**src/rtl/tone_if.sv**
```systemverilog
// Tone generator signal bundle: note index in, square wave and filtered note status out.
interface tone_if;
  logic [4:0] notecode;
  logic       audio_out;
  logic [4:0] current_note;
  logic       note_active;

  modport master (output notecode, input audio_out, current_note, note_active);
  modport slave  (input notecode, output audio_out, current_note, note_active);
endinterface

```
**src/rtl/tone_generator.sv**
```systemverilog
// Debounces the key-encoder note index, then drives a 50% square wave whose
// half period comes from a C4..B6 lookup table in clk_5MHz cycles.
module tone_generator #(
  parameter int unsigned STABLE_CYCLES = 5000
) (
  input  logic   clk_5MHz,
  input  logic   rst,
  tone_if.slave  tif
);

  localparam logic [15:0] STABLE = 16'(STABLE_CYCLES);

  logic [4:0]  mapped;
  logic [4:0]  cand_q, cand_d;
  logic [15:0] stab_q, stab_d;
  logic [4:0]  cur_q, cur_d;
  logic [13:0] phase_q, phase_d;
  logic [13:0] half;
  logic        audio_q, audio_d;
  logic        active_q, active_d;

  function automatic logic [13:0] half_of(input logic [4:0] n);
    case (n)
      5'd1:  half_of = 14'd9556;
      5'd2:  half_of = 14'd8513;
      5'd3:  half_of = 14'd7584;
      5'd4:  half_of = 14'd7159;
      5'd5:  half_of = 14'd6378;
      5'd6:  half_of = 14'd5682;
      5'd7:  half_of = 14'd5062;
      5'd8:  half_of = 14'd4778;
      5'd9:  half_of = 14'd4257;
      5'd10: half_of = 14'd3792;
      5'd11: half_of = 14'd3579;
      5'd12: half_of = 14'd3189;
      5'd13: half_of = 14'd2841;
      5'd14: half_of = 14'd2531;
      5'd15: half_of = 14'd2389;
      5'd16: half_of = 14'd2128;
      5'd17: half_of = 14'd1896;
      5'd18: half_of = 14'd1790;
      5'd19: half_of = 14'd1594;
      5'd20: half_of = 14'd1420;
      5'd21: half_of = 14'd1265;
      default: half_of = 14'd0;
    endcase
  endfunction

  always_comb begin
    mapped = (tif.notecode > 5'd21) ? 5'd0 : tif.notecode;
    cand_d = cand_q;
    stab_d = stab_q;
    cur_d  = cur_q;

    if (mapped != cand_q) begin
      cand_d = mapped;
      stab_d = 16'd1;
    end else if (stab_q < STABLE) begin
      stab_d = stab_q + 16'd1;
    end

    // The count only equals STABLE with a fresh candidate on the edge it
    // first gets there; afterwards cand == cur, so re-stabilising is a no-op.
    if (stab_d == STABLE && cand_d != cur_q)
      cur_d = cand_d;

    active_d = (cur_d != 5'd0);

    half    = half_of(cur_q);
    phase_d = phase_q + 14'd1;
    audio_d = audio_q;
    if (cur_d != cur_q || cur_q == 5'd0) begin
      phase_d = 14'd0;
      audio_d = 1'b0;
    end else if (phase_q == half - 14'd1) begin
      phase_d = 14'd0;
      audio_d = ~audio_q;
    end
  end

  always_ff @(posedge clk_5MHz or posedge rst) begin
    if (rst) begin
      cand_q   <= 5'd0;
      stab_q   <= 16'd0;
      cur_q    <= 5'd0;
      phase_q  <= 14'd0;
      audio_q  <= 1'b0;
      active_q <= 1'b0;
    end else begin
      cand_q   <= cand_d;
      stab_q   <= stab_d;
      cur_q    <= cur_d;
      phase_q  <= phase_d;
      audio_q  <= audio_d;
      active_q <= active_d;
    end
  end

  assign tif.audio_out    = audio_q;
  assign tif.current_note = cur_q;
  assign tif.note_active  = active_q;

endmodule

```
**src/flat_wrapper.sv**
```systemverilog
// flat-port wrapper written by rule: the top's interface ports become plain ports
module tone_generator_flat 
#(
  parameter int unsigned STABLE_CYCLES = 5000
)
  (clk_5MHz, rst, tif_notecode, tif_audio_out, tif_current_note, tif_note_active);
  tone_if tif_i ();
  input  logic clk_5MHz;
  input  logic rst;
  input wire logic [$bits(tif_i.notecode)-1:0] tif_notecode;
  output wire logic [$bits(tif_i.audio_out)-1:0] tif_audio_out;
  output wire logic [$bits(tif_i.current_note)-1:0] tif_current_note;
  output wire logic [$bits(tif_i.note_active)-1:0] tif_note_active;
  assign tif_i.notecode = tif_notecode;
  assign tif_audio_out = tif_i.audio_out;
  assign tif_current_note = tif_i.current_note;
  assign tif_note_active = tif_i.note_active;
  tone_generator #(.STABLE_CYCLES(STABLE_CYCLES)) u_core (.clk_5MHz(clk_5MHz), .rst(rst), .tif(tif_i));
endmodule
```
**config.mk**
```make
export PLATFORM = sky130hd
export DESIGN_NAME = tone_generator_flat
export DESIGN_NICKNAME = d
export VERILOG_FILES = /design/src/rtl/tone_if.sv /design/src/rtl/tone_generator.sv /design/src/flat_wrapper.sv
export SDC_FILE = /design/constraint.sdc
export NUM_CORES = 1
export LEC_CHECK = 0
export BUFFER_PORTS_ARGS = -buffer_cell sky130_fd_sc_hd__clkbuf_2
export CAP_MARGIN = 15
export CORE_MARGIN = 2
export CORE_UTILIZATION = 45
export CTS_BUF_LIST = sky130_fd_sc_hd__clkbuf_8
export DETAILED_ROUTE_END_ITERATION = 10
export GPL_TIMING_DRIVEN = 1
export PLACE_DENSITY = 0.68
export SLEW_MARGIN = 20
export SYNTH_ARGS = -nofsm -noshare
export SYNTH_HDL_FRONTEND = slang
export SYNTH_SLANG_ARGS = --single-unit
```
**constraint.sdc**
```tcl
create_clock -name clk_5MHz -period 8.8 [get_ports clk_5MHz]
set_input_delay 0 -clock clk_5MHz [delete_from_list [all_inputs] [get_ports clk_5MHz]]
set_output_delay 0 -clock clk_5MHz [all_outputs]
set_load 0.02 [all_outputs]
```
# Yosys cells after proc, flatten, opt, wreduce, memory -nomap -nowiden
# Memory sizes are Yosys's and may differ from the RTL's.
# Index checks and enable logic that the tools add are counted.
# word_totals
register_bits	42
romBits	448
elab_cells	32
mem_count	1
# op_classes
n_addsub	3
order_cmp	2
n_eq_ne	5
mux	9
bitwise_logic	1
n_reduce_logical	5
# memory_table
name	words	word_bits	read_ports	rd_clocked_by_memory_dff	write_ports	line	source
(no name shown)	32	14	1	0	0	tone_generator.sv:23	case (n)
# ops
operator	count
$mux 16	2
$mux 14	2
$add 16x1->16 const B	1
$eq 16x13->1 const B	1
$lt 16x13->1 const B	1
$mux 5	3
$ne 5x5->1	3
$add 14x1->14 const B	1
$eq 14x14->1	1
$sub 14x1->14 const B	1
$gt 5x5->1 const B	1
$logic_not 5->1	1
$reduce_bool 5->1	1
$mux 1	2
$reduce_bool 2->1	1
$logic_and 1x1->1	1
$logic_or 1x1->1	1
$not 1->1	1

# Depth between registers and ports, before layout
# Gate-level depths: netlist (run 1).
# logic_depth
word_depth	10
mapped_depth	16
depth_no_buf	13

# Least setup slack after synthesis (run 1)
# Ideal clock, no wire load.
# synth_path
path_kind	register -> register
from	register u_core.cur_q[1] (netlist: u_core.tif.current_note[1])
to	register u_core.audio_q (netlist: u_core.tif.audio_out)
arrival_ps	4185
required_time_ps	8675
slack_ps	4490
path_stages_with_launch	15
n_path_buf	1
synth_period_minus_slack_ps	4310
path_cell_list	dfrtp_1 > clkbuf_1 > clkinv_1 > ha_1 > or2_2 > a221oi_1 > ha_1 > o2111a_1 > o311ai_0 > xor2_1 > o32a_1 > o22ai_1 > o2111ai_1 > nor4_4 > mux2_2
# synth_via
elab_chain_cells	6
word_cells_on_any_way	11
classes_between	add/sub (1); eq/ne (3); mux (2); reduce/logical (4); memory (1)
# synth_lines
item	line	source
start, declared	tone_generator.sv:16	logic [4:0] cur_q, cur_d;
start signal, assigned	tone_generator.sv:92	cur_q <= cur_d;
parallel branches: the longest is 6 deep, another holds $mem_v2 32x14	-	
end signal, assigned	tone_generator.sv:94	audio_q <= audio_d;
end, declared	tone_generator.sv:19	logic audio_q, audio_d;
# Several ways; the timed one is not identified.
# A chain may end at the register's enable or synchronous reset.

# Worst setup path in the final report (run 1)
# Same ends and word-level chain as after synthesis.

==> metrics.md, run 1 <==
| Metric | Value |
|---|---|
| Outcome | `finished clean` |
| Initial antenna violation count | `0` |
| Multi-input logic area | `~2100 sq um` |
| Worst-path fanout max | `15` |
| IO buf count | `13` |
| Detailed-router iteration count before antenna repair | `5` |
| Min Clock Period, post-route | `approximately 5 ns` |
| Fin. Hold Viols | `0` |
| Worst hold path type | `in -> reg` |
| Reg-to-reg slack, setup | `3.79 ns` |
| Drt total wl | `6.90 mm` |
| CP peak stage delay | `between 0.6 and 0.7 ns` |
| Power per cell area | `106 nW/um^2` |
| Most frequent cells in the layout | `dfrtp_1, nor2_1, xnor2_1, nand2_1, xor2_1` |
| First-pass GRT wire length | `11.8 mm` |
| Top sig layer | `met4` |
| Yosys reg bits | `42` |
| Ys flop type | `dfrtp_1` |
| Die Y | `89.5 um` |
| Initial DRC count | `156` |
| Die X | `89.5 um` |
| Least-Margin Pin Slew | `0.921 ns` |
| Crit path buf inv count | `1` |
| Pre-CTS setup slack | `3.81 ns` |
| Seq. cell area | `1050 sq um` |
| Vias per inst | `~5.7` |
| Worst path slowest cell | `nor4_4` |
| Commonest non-fill, non-tap cell in the layout | `dfrtp_1` |
| Detail Placement HPWL | `4.95 mm` |
| ANT nets after route | `0` |
| Max Slew Vio Count | `0` |
| Critical Path Start | `u_core.tif.current_note[1]` |
| Core Region | `7180 sq um` |
| Req. time, crit path | `8.98 ns` |
| GR Overflow Total | `0` |
| Post-Syn Nets | `396` |
| # nets final | `397` |
| CP Capture Type | `register` |
| Met3 WL | `277 um` |
| EDFF count, synth | `0` |
| Finished Cell Area | `3520 sq um` |
| Crit-path cells | `clkinv_1, ha_1, or2_2, a221oi_1, ha_1, o2111a_1, o311ai_0, xor2_1, o32a_1, o22ai_1, o2111ai_1, nor4_4, mux2_2` |
| CTS Buffer Depth | `2` |
| Layout cells sized above 1 | `~12%` |
| Via count | `2747` |
| Crit path depth | `13` |
| Netlist cell types | `64` |
| Sequential-to-total area share from yosys stat | `31.9%` |
| RePlAce Congestion | `~0.85` |
| Die ar. | `roughly 8000 sq um` |
| Skew final | `0.0114 ns` |
| Yosys warnings | `0` |
| Pleak | `1.51 nW` |
| CTS tree | `done` |
| DRC | `0` |
| Gate Count Post-Synth | `roughly 380` |
| Data arrival time of the critical path | `5.19 ns` |
| Rel. slew slack | `38.4%` |
| Avg Inst Size Synth | `about 8.6 sq um` |
| Reg2reg path depth | `13` |
| CTS root buf | `clkbuf_8` |
| RSZ-0062 raised after global routing | `false` |
| Drt wl/cell | `14.3 um` |
| Max Fclk | `200 MHz` |
| Area after DPL | `about 3400 sq um` |
| Vias in the first global route | `2535` |
| Area of the mapped netlist | `3290 sq um` |
| Worst path top cell family by delay | `compound AO/OA/AOI/OAI gates` |
| # fillers | `between 600 and 700` |
| Antenna cells | `0` |
| Gr usage total | `18.8%` |
| MaxCap Viol Count | `0` |
| Io pins | `14` |
| Clock sink total | `42` |
| Cell depth of the worst hold path | `2` |
| WL met2 | `roughly 3.3 mm` |
| CTS buffer count | `5` |
| CP Class | `reg -> reg` |
| Ys async rst share | `between 90% and 100%` |
| Setup crit start kind | `register` |
| Fin Setup TNS | `0 ns` |
| Area delta synth->final | `7.07%` |
| Worst-skew pair later-pin latency | `approximately 0.30 ns` |
| Largest net degree at the start of global routing | `43` |
| Hold Path End | `u_core.cand_q[3]` |
| Setup Viol. Count Final | `0` |
| Setup ws final | `approximately 3.8 ns` |
| M1 WL | `3.22 mm` |
| Cell mode on critical path | `ha_1` |
| R2r endpoint | `u_core.tif.audio_out` |
| Worst Min Path Start | `tif_notecode[4]` |
| Setup Buffers After CTS | `0` |
| Final period utilization | `between 50% and 60%` |
| Starting Density | `45.9%` |
| FF-to-FF Start | `u_core.tif.current_note[1]` |
| Clock transition at the registers of the reported paths | `0.07 ns` |
| H-tree Lvls | `2` |
| Maximum VDD drop | `about 0.07 mV` |
| Cell Rows | `31` |
per-layer routing:
layer	track usage [%]	up-vias
met5	0	-
met4	7.33	0
met3	2.95	15
met2	30.0	72
met1	25.6	1301
li1	-	1359
worst max path at each step:
stage,to,slack [ns]
finish,u_core.tif.audio_out,3.79
global route,u_core.tif.audio_out,3.33
CTS,u_core.tif.audio_out,3.79
detailed placement,u_core.tif.audio_out,3.81
global placement,u_core.tif.audio_out,4.08
floorplan,u_core.tif.audio_out,4.49
logic make-up after synthesis:
| family | synth area share [%] |
|---|---|
| multiplexers | 5.13 |
| buffers and inverters | 4.90 |
| XOR/XNOR | 14.1 |
| flip-flops | 31.9 |
| adder cells (fa/ha/maj) | 3.04 |
| AND/OR/NAND/NOR | 26.6 |
| AO/OA/AOI/OAI | 14.3 |
per-stage QoR:
step                instances  hold WS (ns)  total power [mW]  util (%)
floorplan                 381         0.108             0.218         -
global placement          473         0.137             0.224      47.4
detailed placement        473         0.145             0.224      47.4
CTS                       481        0.0381             0.381      49.1
global route              481        0.0923             0.393      49.1
finish                    481        0.0555             0.375      49.1
synthesized netlist by cell type (all sizes together) (2+ instances only):
master   instances  area (sq um)
a31oi            2          12.5
buf             10          48.8
dfrtp           42          1050
mux2             7          78.8
nand4            5          37.5
inv             17          63.8
a221oi           3          26.3
and3             9          56.3
o22ai            4          25.0
or2              6          37.5
o211a            2          20.0
a222oi           2          20.0
o21bai           3          22.5
o31ai            2          15.0
nor3            23           115
xnor2           29           254
mux2i            9          90.1
nand3b           6          45.0
a21boi           2          15.0
clkbuf          12          45.0
and2             2          12.5
nor2            29           109
or3b             2          17.5
xor2            24           210
nor2b            5          31.3
a211oi           8          65.1
or4              2          15.0
a2111oi          2          18.8
ha               8           100
nor3b            3          22.5
o21ai            9          56.3
or3              4          25.0
nand3           16          85.1
nand2           28           105
a21oi           11          55.1
o21a             2          15.0
or4b             3          30.0
nand2b           9          56.3
where the power goes:
part	internal (mW)	total, mW	switching (mW)	leakage [nW]
Clock	0.0908	0.155	0.0641	0.0573
Combinational	0.00877	0.0228	0.0140	0.876
Sequential	0.195	0.197	0.00222	0.576
Total	0.295	0.375	0.0803	1.51
cell type report:
type | count | share of cell area [%]
well taps | 99 | 3.51
clock inverters | 1 | 0.852
repair buffers | 16 | 2.56
multi-input cells | 299 | 59.0
clock buffers | 6 | 2.34
flip-flops and latches | 42 | 29.8
inverters | 18 | 1.92
sequential cells by signal, summed over array words and instances, names as in the netlist:
signal and flops:
u_core.cand_q 5, u_core.tif.current_note 5, u_core.stab_q 16, u_core.tif.note_active 1
u_core.tif.audio_out 1, u_core.phase_q 14
timing repair:
| action | in CTS | in global routing |
|---|---|---|
| hold buffers | 1 | 0 |
| hold endpoints to repair | 42 | 0 |
| resized for setup | 0 | 0 |
Note: power is estimated with default switching activity, not from simulation.
==> inputs of run 2 (changes only) <==
ABC_AREA = 1   (was unset)
PLACE_DENSITY = 0.7   (was 0.68)
clock period = 4.6 ns   (was 8.8 ns; I/O delays follow)
==> run 2 against run 1 <==
  * Register-to-register slack worse by 2.6 ns
  * Critical endpoint unchanged
  * Power up 95%
  * Clock power up 91%
  * Routed wire length up 32%
  * Synthesized cell count up 56%
  * Largest power group unchanged
==> metrics.md, run 2 <==
| Metric | Value |
|---|---|
| Clock sink total | `42 (unchanged)` |
| Worst-path fanout max | `13 (-2)` |
| Area delta synth->final | `6.04%` |
| Pleak | `2.05 nW (+36%)` |
| Hold Path End | `u_core.cand_q[3]` |
| Cell depth of the worst hold path | `3 (+1)` |
| Setup Viol. Count Final | `0 (unchanged)` |
| Crit-path cells | `inv_1, ha_1, inv_1, nand2_4, nand3_1, nand2_1, o21ai_4, ha_1, nor3b_4, nand4_1, nand2_1, inv_1, nor2_1, nand3_2, nor2_4, nand3b_1, nand2_1` |
| H-tree Lvls | `2 (unchanged)` |
| Power per cell area | `176 nW/um^2 (+65%)` |
| Vias per inst | `5.07 (-11%)` |
| Setup Buffers After CTS | `0 (unchanged)` |
| Largest register FFs | `16 (unchanged)` |
| Sequential Power Share | `51.6% (-1.0 points)` |
| Outcome | `finished clean` |
| Antenna cells | `0 (unchanged)` |
| Sw Share | `24.6% (+3.1 points)` |
| Detail Placement HPWL | `6.93 mm (+40%)` |
| Yosys reg bits | `42 (unchanged)` |
| Net Sw Power | `0.179 mW (+120%)` |
| Die Y | `97.3 um (+8.7%)` |
| Avg Inst Size Synth | `6.57 sq um (-24%)` |
| Gate Count Post-Synth | `596 (+56%)` |
| Fin Setup TNS | `0 ns (unchanged)` |
| Detailed-router iteration count before antenna repair | `6 (+1)` |
| Biggest register | `u_core.stab_q` |
| Fin. Hold Viols | `0 (unchanged)` |
| CTS tree | `done` |
| P_int | `0.550 mW (+87%)` |
| Sequential-to-total area share from yosys stat | `26.8% (-5.1 points)` |
| CTS buffer count | `5 (unchanged)` |
| Final period utilization | `73.3% (+16 points)` |
| RePlAce Congestion | `0.920 (+7.8%)` |
| Largest net degree at the start of global routing | `43 (unchanged)` |
| CTS Buffer Depth | `2 (unchanged)` |
| CP Capture Type | `register` |
| Worst-skew pair later-pin latency | `0.30 ns (about the same)` |
| MaxCap Viol Count | `0 (unchanged)` |
| Hold_ws | `0.0469 ns (-0.00862 ns)` |
| Layout cells sized above 1 | `15.4% (+3.9 points)` |
| DRC | `0 (unchanged)` |
| # nets final | `624 (+57%)` |
| CTS root buf | `clkbuf_8` |
| Most numerous cell in the Yosys netlist | `nand2_1` |
| Reg2reg path depth | `17 (+4)` |
| Synth top area cells | `dfrtp_1, nand2_1, inv_1, nand3_1, nor2_1` |
| Worst Min Path Start | `tif_notecode[3]` |
| IO buf count | `13 (unchanged)` |
| Cell Rows | `34 (+9.7%)` |
| Maximum VDD drop | `0.119 mV (+70%)` |
| Skew final | `0.0123 ns (+0.000857 ns)` |
| RSZ-0062 raised after global routing | `false` |
| Worst path slowest cell | `dfrtp_1` |
| Io pins | `14 (unchanged)` |
| Clk network pwr share | `40.6% (-0.7 points)` |
| Max Fclk | `297 MHz (+48%)` |
| Ys flop type | `dfrtp_1` |
| Post-synth top cells | `nand2_1, inv_1, nand3_1` |
| Setup crit start kind | `register` |
| Vias in the first global route | `3504 (+38%)` |
| Area of the mapped netlist | `3920 sq um (+19%)` |
| Clock transition at the registers of the reported paths | `0.09 ns (+0.02 ns)` |
| Commonest non-fill, non-tap cell in the layout | `nand2_1` |
| Starting Density | `45.6% (-0.32 points)` |
| Least-Margin Pin Slew | `0.796 ns (-0.125 ns)` |
| Most frequent cells in the layout | `nand2_1, inv_1, nand3_1, nor2_1, dfrtp_1` |
| Netlist cell types | `35 (-45%)` |
| Rel. slew slack | `46.9% (+8.5 points)` |
| ANT nets after route | `0 (unchanged)` |
| Regs by FF count | `u_core.stab_q x16, u_core.phase_q x14` |
| Initial DRC count | `236 (+51%)` |
| Core Region | `8590 sq um (+20%)` |
| Data arrival time of the critical path | `3.62 ns (-1.57 ns)` |
| Comb pwr share | `7.8% (+1.7 points)` |
| Drt total wl | `9.08 mm (+32%)` |
| Reg-to-reg slack, setup | `1.23 ns (-2.57 ns)` |
| Req. time, crit path | `4.85 ns (-4.13 ns)` |
| Initial antenna violation count | `0 (unchanged)` |
| GR Overflow Total | `0 (unchanged)` |
| Die ar. | `9460 sq um (+18%)` |
| CP peak stage delay | `0.59 ns (-0.02 ns)` |
| Die X | `97.3 um (+8.7%)` |
| CP Class | `reg -> reg` |
| R2r endpoint | `u_core.tif.audio_out` |
| Synth area leader | `dfrtp_1` |
| EDFF count, synth | `0 (unchanged)` |
| Worst hold path type | `in -> reg` |
| Via count | `3638 (+32%)` |
| Top cell type's share of synthesized area | `26.8% (-5.1 points)` |
| Ys async rst share | `100% (unchanged)` |
| FF-to-FF Start | `u_core.tif.current_note[1]` |
| Min Clock Period, post-route | `3.37 ns (-1.63 ns)` |
| Post-Syn Nets | `611 (+54%)` |
| Gr usage total | `20.0% (+1.3 points)` |
| Drt wl/cell | `12.6 um (-12%)` |
| Max Slew Vio Count | `0 (unchanged)` |
| First-pass GRT wire length | `15.7 mm (+33%)` |
| Final core occ | `48.3% (-0.81 points)` |
| Yosys warnings | `0 (unchanged)` |
run 2: cells by family after synthesis:
logic type / count (synthesis) / synth area share [%]
flip-flops: 42 / 26.8
AND/OR/NAND/NOR: 385 / 47.5
AO/OA/AOI/OAI: 28 / 4.60
XOR/XNOR: 28 / 6.65
adder cells (fa/ha/maj): 8 / 2.56
buffers and inverters: 105 / 11.9
run 2: layer usage:
layer	up-vias	global-route usage (%)	part of all wire, %
li1	1887	-	-
met1	1643	25.8	45
met2	91	34.3	48
met3	17	2.52	3.9
met4	0	7.80	2.2
met5	-	0	0
run 2: metrics by stage:
stage | cell area, sq um | setup WS (ns) | total power [mW] | instances
global placement | 4010 | 1.45 | 0.438 | 707
global route | 4150 | 0.926 | 0.762 | 718
detailed placement | 4010 | 1.28 | 0.439 | 707
CTS | 4150 | 1.25 | 0.741 | 718
finish | 4150 | 1.23 | 0.730 | 718
floorplan | 3920 | 1.68 | 0.424 | 596
run 2: cell type report:
type / instances / area [sq um]
flip-flops and latches: 42 / 1050
clock inverters: 3 / 41.3
inverters: 94 / 353
repair buffers: 17 / 103
clock buffers: 5 / 68.8
well taps: 108 / 135
fillers: 846 / 4440
multi-input cells: 449 / 2400
run 2: how the worst max path moves through the flow:
stage | slack (ns) | end | startpoint | cells after the start
after floorplan | 1.68 | u_core.phase_q[2] | u_core.tif.current_note[1] | 17
after global placement | 1.45 | u_core.tif.audio_out | u_core.tif.current_note[2] | 15
after detailed placement | 1.28 | u_core.tif.audio_out | u_core.tif.current_note[1] | 17
after CTS | 1.25 | u_core.tif.audio_out | u_core.tif.current_note[1] | 16
after global routing | 0.93 | u_core.tif.audio_out | u_core.tif.current_note[1] | 17
final | 1.23 | u_core.tif.audio_out | u_core.tif.current_note[1] | 17
run 2: power groups by stage:
stage | Clock [mW] | Sequential (mW) | Combinational, mW
after floorplan | 0 | 0.383 | 0.0414
after global placement | 0 | 0.383 | 0.0544
after detailed placement | 0 | 0.384 | 0.0558
after CTS | 0.307 | 0.376 | 0.0578
after global routing | 0.319 | 0.377 | 0.0655
final | 0.296 | 0.376 | 0.0572
run 2: repair_timing:
| action | 4_1_cts | 5_1_grt |
|---|---|---|
| gates resized for setup | 0 | 0 |
| hold buffers | 3 | 0 |
| endpoints found under the hold margin | 44 | 0 |
run 2: critical path: cells and delay by family (launching register included):
| family | cells | cell delay (ns) |
|---|---|---|
| adder cells (fa/ha/maj) | 2 | 0.53 |
| AND/OR/NAND/NOR | 11 | 1.68 |
| flip-flops | 1 | 0.59 |
| buffers and inverters | 3 | 0.32 |
| AO/OA/AOI/OAI | 1 | 0.18 |
==> inputs of run 3 (changes only) <==
clock period = 3 ns   (was 4.6 ns; I/O delays follow)
==> run 3 against run 2 <==
  * Combinational power up 49%
  * Clock skew rose by 0.0014 ns
  * Clock power grew 30%
  * Routed wire length increased by 0.90%
  * Critical endpoint is now u_core.phase_q[7]
  * Utilization is 1.5 points higher
  * Maximum frequency up 21%
  * Register-to-register slack got worse by 1.0 ns
  * Die area stayed put
  * Global-route usage is essentially flat
==> metrics.md, run 3 (synthesis gave the netlist of run 2 again) <==
| Metric | Value |
|---|---|
| Skew final | `0.0137 ns (+0.00142 ns)` |
| CP Capture Type | `register` |
| # nets final | `640 (+2.6%)` |
| Worst path top cell family by delay | `simple AND/OR/NAND/NOR gates` |
| CTS Buffer Depth | `2 (unchanged)` |
| Reg2reg path depth | `16 (-1)` |
| Detail Placement HPWL | `7.16 mm (+3.2%)` |
| Cell mode on critical path | `nand2_1` |
| Critical Path End | `u_core.phase_q[7]` |
| Vias in the first global route | `3603 (+2.8%)` |
| Antenna cells | `0 (unchanged)` |
| Via count | `3715 (+2.1%)` |
| Area delta synth->final | `9.43%` |
| IO buf count | `13 (unchanged)` |
| First-pass GRT wire length | `15.7 mm (+0.13%)` |
| CP peak stage delay | `0.45 ns (-0.14 ns)` |
| Net Sw Power | `0.264 mW (+47%)` |
| MaxCap Viol Count | `0 (unchanged)` |
| Vias per inst | `5.06 (-0.11%)` |
| Largest net degree at the start of global routing | `43 (unchanged)` |
| Worst path slowest cell | `dfrtp_2` |
| # fillers | `864 (+2.1%)` |
| Worst-skew pair later-pin latency | `0.29 ns (about the same)` |
| Max Slew Vio Count | `0 (unchanged)` |
| Die ar. | `9460 sq um (unchanged)` |
| Min Clock Period, post-route | `2.78 ns (-0.588 ns)` |
| Multi-input logic area | `2410 sq um (+0.57%)` |
| FF-to-FF Start | `u_core.tif.current_note[1]` |
| Crit-path cells | `ha_1, inv_1, nand2_1, nand3_1, nand2_1, o21ai_4, ha_2, nor3b_4, nand4_1, nand2_1, inv_1, nor2_2, nand3_2, nor2_4, buf_12, nor3_2` |
| Hold_ws | `0.0293 ns (-0.0176 ns)` |
| Setup Viol. Count Final | `0 (unchanged)` |
| CTS buffer count | `5 (unchanged)` |
| Pleak | `2.12 nW (+3.5%)` |
| Worst-path fanout max | `10 (-3)` |
| Die X | `97.3 um (unchanged)` |
| Power per cell area | `245 nW/um^2 (+39%)` |
| Comb pwr share | `8.1% (+0.3 points)` |
| Critical Path Start | `u_core.tif.current_note[1]` |
| DRC | `0 (unchanged)` |
| Clock sink total | `42 (unchanged)` |
| Gr usage total | `20.0% (about the same)` |
| Worst hold path type | `in -> reg` |
| Fin. Hold Viols | `0 (unchanged)` |
| Die Y | `97.3 um (unchanged)` |
| Maximum VDD drop | `0.151 mV (+27%)` |
| Max Fclk | `359 MHz (+21%)` |
| Fin Setup TNS | `0 ns (unchanged)` |
| Initial antenna violation count | `0 (unchanged)` |
| Starting Density | `45.6% (unchanged)` |
| Seq. cell area | `1050 sq um (+0.12%)` |
| Drt wl/cell | `12.5 um (-1.3%)` |
| Layout cells sized above 1 | `18.5% (+3.1 points)` |
| P_int | `0.784 mW (+42%)` |
| Least-Margin Pin Slew | `0.549 ns (-0.247 ns)` |
| Crit path depth | `16 (-1)` |
| H-tree Lvls | `2 (unchanged)` |
| Clk network pwr share | `36.8% (-3.8 points)` |
| Reg-to-reg slack, setup | `0.22 ns (-1.01 ns)` |
| Data arrival time of the critical path | `2.95 ns (-0.67 ns)` |
| Req. time, crit path | `3.17 ns (-1.68 ns)` |
| R2r endpoint | `u_core.phase_q[7]` |
| Biggest register | `u_core.stab_q` |
| Detailed-router iteration count before antenna repair | `4 (-2)` |
| Crit path buf inv count | `3 (unchanged)` |
| ANT nets after route | `0 (unchanged)` |
| Core Region | `8590 sq um (unchanged)` |
| Commonest non-fill, non-tap cell in the layout | `nand2_1` |
| Most frequent cells in the layout | `nand2_1, inv_1, nand3_1, nor2_1, dfrtp_1` |
| Largest register FFs | `16 (unchanged)` |
| Clock transition at the registers of the reported paths | `0.09 ns (about the same)` |
| Final period utilization | `92.8% (+19 points)` |
| Cell Rows | `34 (unchanged)` |
| CP Class | `reg -> reg` |
| RePlAce Congestion | `0.950 (+3.2%)` |
| Sequential Power Share | `55.0% (+3.4 points)` |
| Regs by FF count | `u_core.stab_q x16, u_core.phase_q x14` |
| Initial DRC count | `142 (-40%)` |
| Io pins | `14 (unchanged)` |
| CTS root buf | `clkbuf_8` |
| Rel. slew slack | `63.4% (+16 points)` |
| GR Overflow Total | `0 (unchanged)` |
| Drt total wl | `9.16 mm (+0.90%)` |
| Sw Share | `25.2% (+0.62 points)` |
| CTS tree | `done` |
| Outcome | `finished clean` |
| Setup crit start kind | `register` |
[run 3: worst min-delay path: cells and delay by family]
kind | cells | cell delay (ns)
simple gates | 1 | 0.11
buf+inv | 2 | 0.19
[run 3: worst min-delay path by stage]
stage               startpoint              endpoint  slack (ns)  cells past startpoint
6_report       tif_notecode[3]      u_core.cand_q[3]        0.03                      3
5_1_grt        tif_notecode[2]      u_core.cand_q[2]        0.04                      3
4_1_cts        tif_notecode[2]      u_core.cand_q[2]        0.02                      3
3_5_place_dp               rst  u_core.tif.audio_out        0.16                      3
3_3_place_gp               rst  u_core.tif.audio_out        0.15                      3
2_1_floorplan  tif_notecode[0]      u_core.cand_q[0]        0.14                      2
[run 3: routing by layer]
layer	up-vias	GRT usage, %	wire length (um)
met3	26	2.52	449
met5	-	0	0
li1	1915	-	-
met2	115	35.3	4440
met1	1659	24.8	4030
met4	0	8.12	245
[run 3: repair_timing]
action	CTS	global route
hold endpoints to repair	44	0
setup endpoints to repair	0	15
buffers inserted	0	3
hold buffers	3	0
resized for setup	0	6
[run 3: layout make-up]
| class | count | area share, % |
|---|---|---|
| tap | 108 | 3.15 |
| timing repair buffer | 33 | 5.49 |
| clock buffer | 6 | 1.93 |
| clock inverter | 2 | 0.292 |
| sequential | 42 | 24.6 |
| inverter | 94 | 8.24 |
| multi-input combinational | 449 | 56.3 |
[run 3: stage by stage]
stage	power, mW	setup WS (ns)	util (%)	instance area [sq um]	cells
after floorplan	0.650	0.0779	-	3920	596
final	1.05	0.216	49.9	4280	734
after detailed placement	0.671	0.129	48.0	4120	720
after global routing	1.10	-0.0192	49.9	4280	734
after CTS	1.07	0.0920	49.4	4250	731
after global placement	0.670	0.205	48.0	4120	720
[run 3: power by group through the flow]
| stage | clock [mW] | sequential, mW | combinational [mW] |
|---|---|---|---|
| floorplan | 0 | 0.587 | 0.0635 |
| global placement | 0 | 0.588 | 0.0818 |
| detailed placement | 0 | 0.588 | 0.0834 |
| CTS | 0.405 | 0.577 | 0.0864 |
| global route | 0.424 | 0.578 | 0.0986 |
| finish | 0.386 | 0.577 | 0.0853 |
